File: config.mk
export PLATFORM = sky130hd
export DESIGN_NAME = lift
export DESIGN_NICKNAME = d
export VERILOG_FILES = /design/src/rtl/lift.sv
export SDC_FILE = /design/constraint.sdc
export NUM_CORES = 1
export LEC_CHECK = 0
export ABC_AREA = 1
export ABC_CLOCK_PERIOD_IN_PS = 2600
export CORE_MARGIN = 2
export CORE_UTILIZATION = 53
export DETAILED_ROUTE_END_ITERATION = 7
export GPL_ROUTABILITY_DRIVEN = 0
export HOLD_SLACK_MARGIN = 0.1
export PLACE_DENSITY = 0.76
export SKIP_LAST_GASP = 1
export SLEW_MARGIN = 20
export SYNTH_ARGS = -nofsm -noshare
export SYNTH_HDL_FRONTEND = slang
export SYNTH_SLANG_ARGS = --single-unit
export TNS_END_PERCENT = 10
File: constraint.sdc
create_clock -name clk -period 2.6 [get_ports clk]
set_clock_uncertainty 0.15 [all_clocks]
set_input_delay 0.78 -clock clk [delete_from_list [all_inputs] [get_ports clk]]
set_output_delay 0.78 -clock clk [all_outputs]
set_load 0.1 [all_outputs]
File: src/rtl/lift.sv
// lift: single-car elevator controller for a building of up to 8 floors.
// Serves one hall call at a time. The car travels to the calling floor and
// opens its doors. It then samples the in-car destination button, carries the
// passenger there, opens the doors again and returns to idle. Nothing is
// queued: calls that arrive while the car is busy are dropped.
module lift #(
  parameter int NUM_FLOORS  = 8,
  parameter int FLOOR_TICKS = 4,
  parameter int DOOR_TICKS  = 4
) (
  input  logic       clk,
  input  logic       rst_n,
  input  logic [2:0] butt_el,
  input  logic       butt_up_down,
  input  logic [2:0] pass_f,
  output logic [2:0] elev_f_o,
  output logic       busy_o
);

  // The tick counter only ever counts 0 .. max(FLOOR_TICKS, DOOR_TICKS)-1.
  localparam int TICK_MAX = (FLOOR_TICKS > DOOR_TICKS) ? FLOOR_TICKS : DOOR_TICKS;
  localparam int TICK_W   = (TICK_MAX > 1) ? $clog2(TICK_MAX) : 1;

  localparam logic [TICK_W-1:0] FLOOR_LAST = TICK_W'(FLOOR_TICKS - 1);
  localparam logic [TICK_W-1:0] DOOR_LAST  = TICK_W'(DOOR_TICKS - 1);
  localparam logic [3:0]        FLOOR_CNT  = 4'(NUM_FLOORS);
  localparam logic [2:0]        TOP_FLOOR  = 3'(NUM_FLOORS - 1);

  typedef enum logic [2:0] {
    IDLE         = 3'd0,
    MOVE_TO_PASS = 3'd1,
    DOOR_PICKUP  = 3'd2,
    MOVE_TO_DEST = 3'd3,
    DOOR_DROP    = 3'd4
  } state_t;

  state_t            state, state_nxt;
  logic [2:0]        cur_floor, floor_nxt;
  logic [2:0]        target, target_nxt;
  logic [TICK_W-1:0] tick, tick_nxt;
  logic              busy, busy_nxt;

  logic [2:0]        floor_step;
  logic [2:0]        dest_floor;
  logic              call_ok;

  // A floor number is only meaningful if it names a real floor.
  function automatic logic floor_valid(input logic [2:0] f);
    return ({1'b0, f} < FLOOR_CNT);
  endfunction

  // Panel buttons beyond the top floor are treated as the top floor.
  function automatic logic [2:0] clamp_floor(input logic [2:0] f);
    return floor_valid(f) ? f : TOP_FLOOR;
  endfunction

  // One floor toward the target; holds position when already there, so the
  // car can never run past the target or off either end of the shaft.
  function automatic logic [2:0] step_toward(input logic [2:0] cur,
                                             input logic [2:0] tgt);
    logic [2:0] nxt;
    nxt = cur;
    if (tgt > cur) begin
      nxt = cur + 3'd1;
    end else if (tgt < cur) begin
      nxt = cur - 3'd1;
    end
    return nxt;
  endfunction

  assign floor_step = step_toward(cur_floor, target);
  assign dest_floor = clamp_floor(butt_el);
  assign call_ok    = butt_up_down && floor_valid(pass_f);

  // Next-state and next-register logic for the trip sequencer.
  always_comb begin
    state_nxt  = state;
    floor_nxt  = cur_floor;
    target_nxt = target;
    tick_nxt   = tick;
    busy_nxt   = busy;
    case (state)
      IDLE: begin
        if (call_ok) begin
          target_nxt = pass_f;
          tick_nxt   = '0;
          busy_nxt   = 1'b1;
          // A passenger already at the car skips straight to the doors.
          state_nxt  = (pass_f == cur_floor) ? DOOR_PICKUP : MOVE_TO_PASS;
        end
      end
      MOVE_TO_PASS, MOVE_TO_DEST: begin
        if (tick == FLOOR_LAST) begin
          floor_nxt = floor_step;
          tick_nxt  = '0;
          if (floor_step == target) begin
            state_nxt = (state == MOVE_TO_PASS) ? DOOR_PICKUP : DOOR_DROP;
          end
        end else begin
          tick_nxt = tick + 1'b1;
        end
      end
      DOOR_PICKUP: begin
        if (tick == DOOR_LAST) begin
          // The only point at which the in-car panel is looked at.
          target_nxt = dest_floor;
          tick_nxt   = '0;
          state_nxt  = (dest_floor == cur_floor) ? DOOR_DROP : MOVE_TO_DEST;
        end else begin
          tick_nxt = tick + 1'b1;
        end
      end
      DOOR_DROP: begin
        if (tick == DOOR_LAST) begin
          tick_nxt  = '0;
          busy_nxt  = 1'b0;
          state_nxt = IDLE;
        end else begin
          tick_nxt = tick + 1'b1;
        end
      end
      default: begin
        tick_nxt  = '0;
        busy_nxt  = 1'b0;
        state_nxt = IDLE;
      end
    endcase
  end

  // State and position registers; reset abandons any trip and parks at floor 0.
  always_ff @(posedge clk) begin
    if (rst_n) begin
      state     <= IDLE;
      cur_floor <= '0;
      target    <= '0;
      tick      <= '0;
      busy      <= 1'b0;
    end else begin
      state     <= state_nxt;
      cur_floor <= floor_nxt;
      target    <= target_nxt;
      tick      <= tick_nxt;
      busy      <= busy_nxt;
    end
  end

  assign elev_f_o = cur_floor;
  assign busy_o   = busy;

endmodule

Yosys cells after proc, flatten, opt, wreduce, memory -nomap -nowiden. Index checks and enable logic that the tools add are counted.

Multiplexer cells: 20. Bitwise operators: 1. Magnitude comparators: 2. Add/subtract/negate cells: 3. Equal/unequal tests: 13. Reduce and logical (&&, ||, !) cells: 9.

Operators with widths (count): 2-to-1 mux 3 bit (11); one-hot mux 3 bit (4 select lines) (1); inequality test 2 bit, second input constant (5); == test 3 bit (3); == test 3 x 2 -> 1 bit, second input constant (2); 2-to-1 mux 2 bit (3); one-hot mux 3 bit (2 select lines) (1); AND reduction 3 bit (2); AND reduction 5 bit (1); one-hot mux 2 bit (2 select lines) (1); OR reduction 4 bit (1); adder 3 x 1 -> 3 bit, second input constant (1); == test 3 x 1 -> 1 bit, second input constant (1); == test 3 bit, second input constant (1); > comparator 3 bit (1); logical NOT 3 bit (1); less-than comparator 3 bit (1); one-hot mux 1 bit (3 select lines) (1); OR reduction 3 bit (1); subtractor 3 x 1 -> 3 bit, second input constant (1); adder 2 x 1 -> 2 bit, second input constant (1); == test 2 bit, second input constant (1); 2-to-1 mux 1 bit (2); AND reduction 2 bit (1); other kinds (3) (3).

Logic and storage cells: 53. Input bits: 9. Bits in registers: 12.

Logic depth before layout (Yosys ltp). Gate-level depths: netlist of run 1.

Depth after elaboration: 7. Depth in mapped cells: 17.

Least setup slack after synthesis of run 1. Ideal clock, no wire load.

Path kind: register -> register. Start: register cur_floor[2], in the netlist elev_f_o[2]. End: register state[0]. Arrival time: 2622 ps. Setup slack: -280 ps. Clock period less this slack: 2880 ps. Cell stages (with the launch flop): 15. Buffers on the path: 0. Path through: dfxtp_1 inv_1 ha_1 nand3_1 clkinv_2 nand2_1 nand2_1 nand3_1 nand3_1 nor2_1 nand2_1 nand2_2 nand4_1 nand2_1 inv_1.

Longest elaborated chain between the ends: 6. Elaborated cells on any way between the ends: 16. Those cells by class: add/sub (2); order compare (2); eq/ne (4); mux (7); reduce/logical (1).

RTL lines: start: declaration (line 38) `logic [2:0] cur_floor, floor_nxt;`; start signal: assignment (line 140) `cur_floor <= floor_nxt;`; subtractor 3 x 1 -> 3 bit / less-than comparator 3 bit (equally long branches) (line 66, 65); 2-to-1 mux 3 bit (line 65) `end else if (tgt < cur) begin`; 2-to-1 mux 3 bit (line 63) `if (tgt > cur) begin`; == test 3 bit (line 96) `if (floor_step == target) begin`; inequality test 2 bit (no source line); AND reduction 5 bit (no source line); end signal: assignment (line 139) `state <= state_nxt;`; end: declaration (line 37) `state_t state, state_nxt;`.

Several ways; a longest one is shown, not always the timed one. The select of a mux whose other input is x is not followed. A chain may end at the register's enable or synchronous reset.

Worst setup path in the final report of run 1. Ends and elaborated chain as after synthesis.

==> impl_metrics.ini, run 1 <==
[status]
outcome = complete, no violations

[yosys]
syn_area_um2 = 965
yosysMostFrequentCell = nand2_1
ys_async_sr_fraction = 0
yosysSeqAreaShare = 0.249
synth_edf_count = 0
ys_top_cells_by_count = 33 x nand2_1, 20 x inv_1, 12 x dfxtp_1, 12 x nand3_1, 8 x nor2_1
syn_nets = 153
yosysUniqueCellTypes = 27
netlist_instances = 138
synth_area_leaders = dfxtp_1 25%, nand2_1 13%, ha_1 7.8%
yosysWarningCount = 0
ys.flop_type = dfxtp_1
yosysTopAreaCellShare = 0.249
avgSynthCellArea_um2 = 6.99
synth_seq_cells = 12
synth_top_cell_by_area = dfxtp_1

[final_layout]
diodes = 0
syn_to_final_growth_pct = 18.3
fillCellCount = 173
multi_input_area_um2 = 639
drive_gt1_frac = 0.170
seqCellArea_um2 = 244
final_nets = 169

[route]
via_per_inst = 5.30
avgRoutedWirePerCell_um = 12.2
postRouteAntennaNets = 0
drc = 0
firstDrtPassIters = 4
vias = 943
wl_mm = 2.18
first_iter_violations = 38

[timing]
setup_ws_ns = 0.287
layout_worst_path_cycle_share = 0.889
drv_slew = 0
hold_viol_final = 0
setup_tns_ns = 0
fin_crit_ns = 2.31
final-setup-viol-count = 0
slew_headroom = 0.748
max_freq_mhz = 432
worst_slew_pin_slew_ns = 0.377
rsz0062_at_grt = false

[critical_path]
worstSetupPathType = flip-flop to flip-flop
startpoint_type = flip-flop
arrival_ns = 2.35
cp_max_fo = 6
cp_data_required_time_ns = 2.64
end_kind = flip-flop

[global_routing]
grt_max_degree = 10
grt.overflow.total = 0
grt.total_usage = 0.250
grt_pass1_vias = 909
grt_antenna_before_repair = 0
grt_pass1_wl_mm = 3.80

[power]
p_int_mw = 0.566
p_per_area_nw_per_um2 = 1000
p_clk_frac = 0.139
switching_share = 0.506
p_switching_mw = 0.580
power_frac_comb = 0.615
peakVddDrop_uv = 657
seq_power_share = 0.246
p_leak_nw = 0.515

[floorplan]
initial_core_util = 0.559
core_um2 = 1730
die_h_um = 46.7
dieArea_um2 = 2180
die_width_um = 46.7
rows = 15
ioPinCount = 13

[cts]
hold_buffers = 0
postCtsResizedCells = 0
post_cts_buffers = 0
ctsHtreeMaxLevel = 1
path_clk_slew_ns = 0.09
clock_latency_ns = 0.29
cts_root_buffer = clkbuf_4
cts_tree = built
cts_max_path_buffers = 2
cts_buffers = 3
clkSinkCount = 12

[placement]
place_hpwl_mm = 1.73
port-buffer-count = 12
place_ws_ns = 0.269

[min_path]
worstHoldPathType = flip-flop to flip-flop

[run]
cap_violations = 0
## registers in the layout, summed over array words and instances (netlist names)
name	flops
state	3
target	3
tick	2
busy_o	1
elev_f_o	3
## kinds of logic (layout without fill, tap and decap cells)
logic type      Yosys count  after routing  synth area share
compound gates           23             23             0.169
xor+xnor                  7              7            0.0636
fa+ha+maj                 6              6            0.0778
buf+inv                  22             37            0.0882
flops                    12             12             0.249
simple gates             68             68             0.353
## worst paths after layout
check	start	endpoint	slack, ns	depth (start not counted)
setup / recovery	elev_f_o[2]	state[0]	0.29	14
setup reg to reg	elev_f_o[2]	state[0]	0.29	14
hold reg to reg	tick[1]	tick[1]	0.33	2
hold / removal	tick[1]	tick[1]	0.33	2
## metal layers
metal	routed length, um	vias up	share of wire	track usage
met2	975	28	0.45	0.386
li1	-	494	-	-
met4	42	0	0.019	0.100
met1	1060	414	0.48	0.345
met5	0	-	0	0
met3	103	7	0.047	0.0392
## power by group through the flow
stage / clock (mW) / sequential [mW] / combinational, mW
global placement: 0 / 0.285 / 0.679
global route: 0.168 / 0.289 / 0.800
finish: 0.159 / 0.282 / 0.704
detailed placement: 0 / 0.286 / 0.697
CTS: 0.162 / 0.282 / 0.701
floorplan: 0 / 0.314 / 0.536
## cell usage in the layout (no fill, tap or decap), drive strengths merged
cell type	instances
nand2	36
inv	20
nand3	16
dfxtp	12
a21oi	10
nor2	9
clkdlybuf4s50	8
xnor2	6
ha	6
o21ai	5
buf	4
clkbuf	4
nand4	3
a31oi	3
a211oi	3
nand3b	2
clkinv	1
nor3	1
or2	1
o221ai	1
xor2	1
o31ai	1
## worst max-delay path, cell delays in order (launching register included)
cell and delay [ns]:
dfxtp_2 0.39, inv_1 0.11, ha_1 0.38, nand3_1 0.22, clkinv_2 0.12, nand2_1 0.10, nand2_1 0.07, nand3_1 0.07
nand3_1 0.09, nor2_1 0.11, nand2_1 0.06, nand2_2 0.11, nand4_1 0.10, nand2_1 0.09, inv_1 0.04
## stage by stage
stage          std cells  total power [mW]   util  hold WS [ns]  area, um^2
2_1_floorplan        138             0.850      -         0.293         968
3_3_place_gp         174             0.964  0.640         0.302        1100
3_5_place_dp         174             0.983  0.640         0.313        1100
4_1_cts              178              1.14  0.661         0.324        1140
5_1_grt              178              1.26  0.661         0.352        1140
6_report             178              1.15  0.661         0.327        1140
## layout make-up
type | instances | share of cell area
inverter | 21 | 0.0702
clock buffer | 4 | 0.0318
tap | 25 | 0.0274
timing repair buffer | 12 | 0.0965
multi-input combinational | 104 | 0.560
sequential | 12 | 0.214
(Power assumes the default switching activity.)
==> run 2: changes to the inputs <==
- ABC_CLOCK_PERIOD_IN_PS: 2600 -> 2400
- CORE_UTILIZATION: 53 -> 56
- CTS_BUF_LIST: default -> sky130_fd_sc_hd__clkbuf_4
- PLACE_DENSITY: 0.76 -> 0.8
- clock period: 2.6 -> 2.4 ns (I/O delays scaled with it)
==> run 2 against run 1 <==
Against the previous run: global-route usage rose by 1.1 points; cell area increased by 3.6%; via count is 1.8% higher; sequential power is 9.2% higher; register-to-register slack lost 0.09 ns; combinational power rose by 12%; critical path depth stayed put.
==> impl_metrics.ini, run 2 (synthesis gave the netlist of run 1 again) <==
[min_path]
hold_start = tick[1]
worstHoldPathType = flip-flop to flip-flop

[floorplan]
dieArea_um2 = 2070
core_um2 = 1560
initial_core_util = 0.619
rows = 14
die_h_um = 45.5
ioPinCount = 13
die_width_um = 45.5

[critical_path]
worstPathCellList = inv_1 > ha_1 > a21oi_4 > nand2_4 > nand3b_1 > nand3_1 > nand2_1 > nand2_1 > nor2_1 > nand2_1 > nand2_2 > nand4_1 > nand2_1 > inv_1
r2r_start = elev_f_o[2]
startpoint_type = flip-flop
cpMaxStageDelayCell = dfxtp_4
timing.critical_path.mode_cell = nand2_1
cp_data_required_time_ns = 2.43
startpoint = elev_f_o[2]
critical_path_buf_inv_count = 2
arrival_ns = 2.22
worstSetupPathType = flip-flop to flip-flop
crit_family = simple AND/OR/NAND/NOR gates
cpPeakStageDelay_ns = 0.39
end_kind = flip-flop
cp_max_fo = 8

[global_routing]
grt_max_degree = 10
grt_pass1_wl_mm = 3.98
grt.total_usage = 0.261
grt.overflow.total = 0
grt_pass1_vias = 948
grt_antenna_before_repair = 0

[final_layout]
multi_input_area_um2 = 644
final_area_um2 = 1180
diodes = 0
final_cell_mix = 33 x nand2_1, 20 x inv_1, 11 x nand3_1
final_nets = 173
final_core_util = 0.758
drive_gt1_frac = 0.191
seqCellArea_um2 = 246
fillCellCount = 124
syn_to_final_growth_pct = 22.6
final_common_cell = nand2_1

[placement]
place_ws_ns = 0.133
place_area_um2 = 1140
port-buffer-count = 12
place_hpwl_mm = 1.81

[route]
avgRoutedWirePerCell_um = 12.7
vias = 960
drc = 0
postRouteAntennaNets = 0
wl_mm = 2.20
first_iter_violations = 42
via_per_inst = 5.55
firstDrtPassIters = 4

[cts]
cts_tree = built
clock_latency_ns = 0.27
ctsHtreeMaxLevel = 1
cts_root_buffer = clkbuf_4
path_clk_slew_ns = 0.08
cts_buffers = 3
cts_max_path_buffers = 2
clkSinkCount = 12

[timing]
max_freq_mhz = 455
hold_viol_final = 0
fin_crit_ns = 2.20
final-setup-viol-count = 0
layout_worst_path_cycle_share = 0.916
slew_headroom = 0.740
rsz0062_at_grt = false
drv_slew = 0
worst_slew_pin_slew_ns = 0.389
holdWs_ns = 0.318
setup_tns_ns = 0
setup_ws_ns = 0.202

[status]
outcome = complete, no violations

[run]
cap_violations = 0

[power]
peakVddDrop_uv = 532
p_per_area_nw_per_um2 = 1030
p_leak_nw = 0.539
[run 2: final timing paths]
check / depth (start not counted) / to / slack [ns]
setup reg to reg: 14 / state[0] / 0.20
hold / removal: 2 / tick[1] / 0.32
setup / recovery: 14 / state[0] / 0.20
hold reg to reg: 2 / tick[1] / 0.32
[run 2: metrics by stage]
step                      total power, mW  std cells
final                                1.22        173
after global placement               1.04        168
after global routing                 1.33        173
after CTS                            1.20        172
after detailed placement             1.07        168
after floorplan                     0.920        138
[run 2: cell type report]
cell class	count	area share
tap	16	0.0169
sequential	12	0.208
clock buffer	3	0.0190
multi-input combinational	104	0.545
inverter	21	0.0677
clock inverter	1	0.00317
timing repair buffer	16	0.140
[run 2: repair_timing]
| item | in CTS | in global routing |
|---|---|---|
| endpoints found under the hold margin | 0 | 0 |
| gates resized for setup | 0 | 1 |
| buffers inserted | 0 | 1 |
| setup endpoints to repair | 0 | 1 |
| hold buffers | 0 | 0 |
[run 2: metal layers]
| layer | vias to the layer above | track usage | wire, um |
|---|---|---|---|
| met2 | 34 | 0.434 | 1020 |
| met5 | - | 0 | 0 |
| met3 | 4 | 0.0516 | 108 |
| met4 | 0 | 0.100 | 36 |
| li1 | 499 | - | - |
| met1 | 423 | 0.329 | 1030 |
[run 2: worst register-to-register path, delay by kind of cell (launching register included)]
family                   cells  cell delay [ns]
flip-flops                   1             0.39
AND/OR/NAND/NOR             10             0.87
AO/OA/AOI/OAI                1             0.21
adder cells (fa/ha/maj)      1             0.37
buffers and inverters        2             0.11
[run 2: where the power goes]
part	switching (mW)	total [mW]	internal, mW
sequential	0.0563	0.308	0.251
clock	0.0658	0.126	0.0601
combinational	0.504	0.787	0.284
==> run 3: changes to the inputs <==
- SKIP_CTS_REPAIR_TIMING: default -> 1
==> results of run 3 <==
No change in the layout: final DEF, timing and power equal those of run 2.
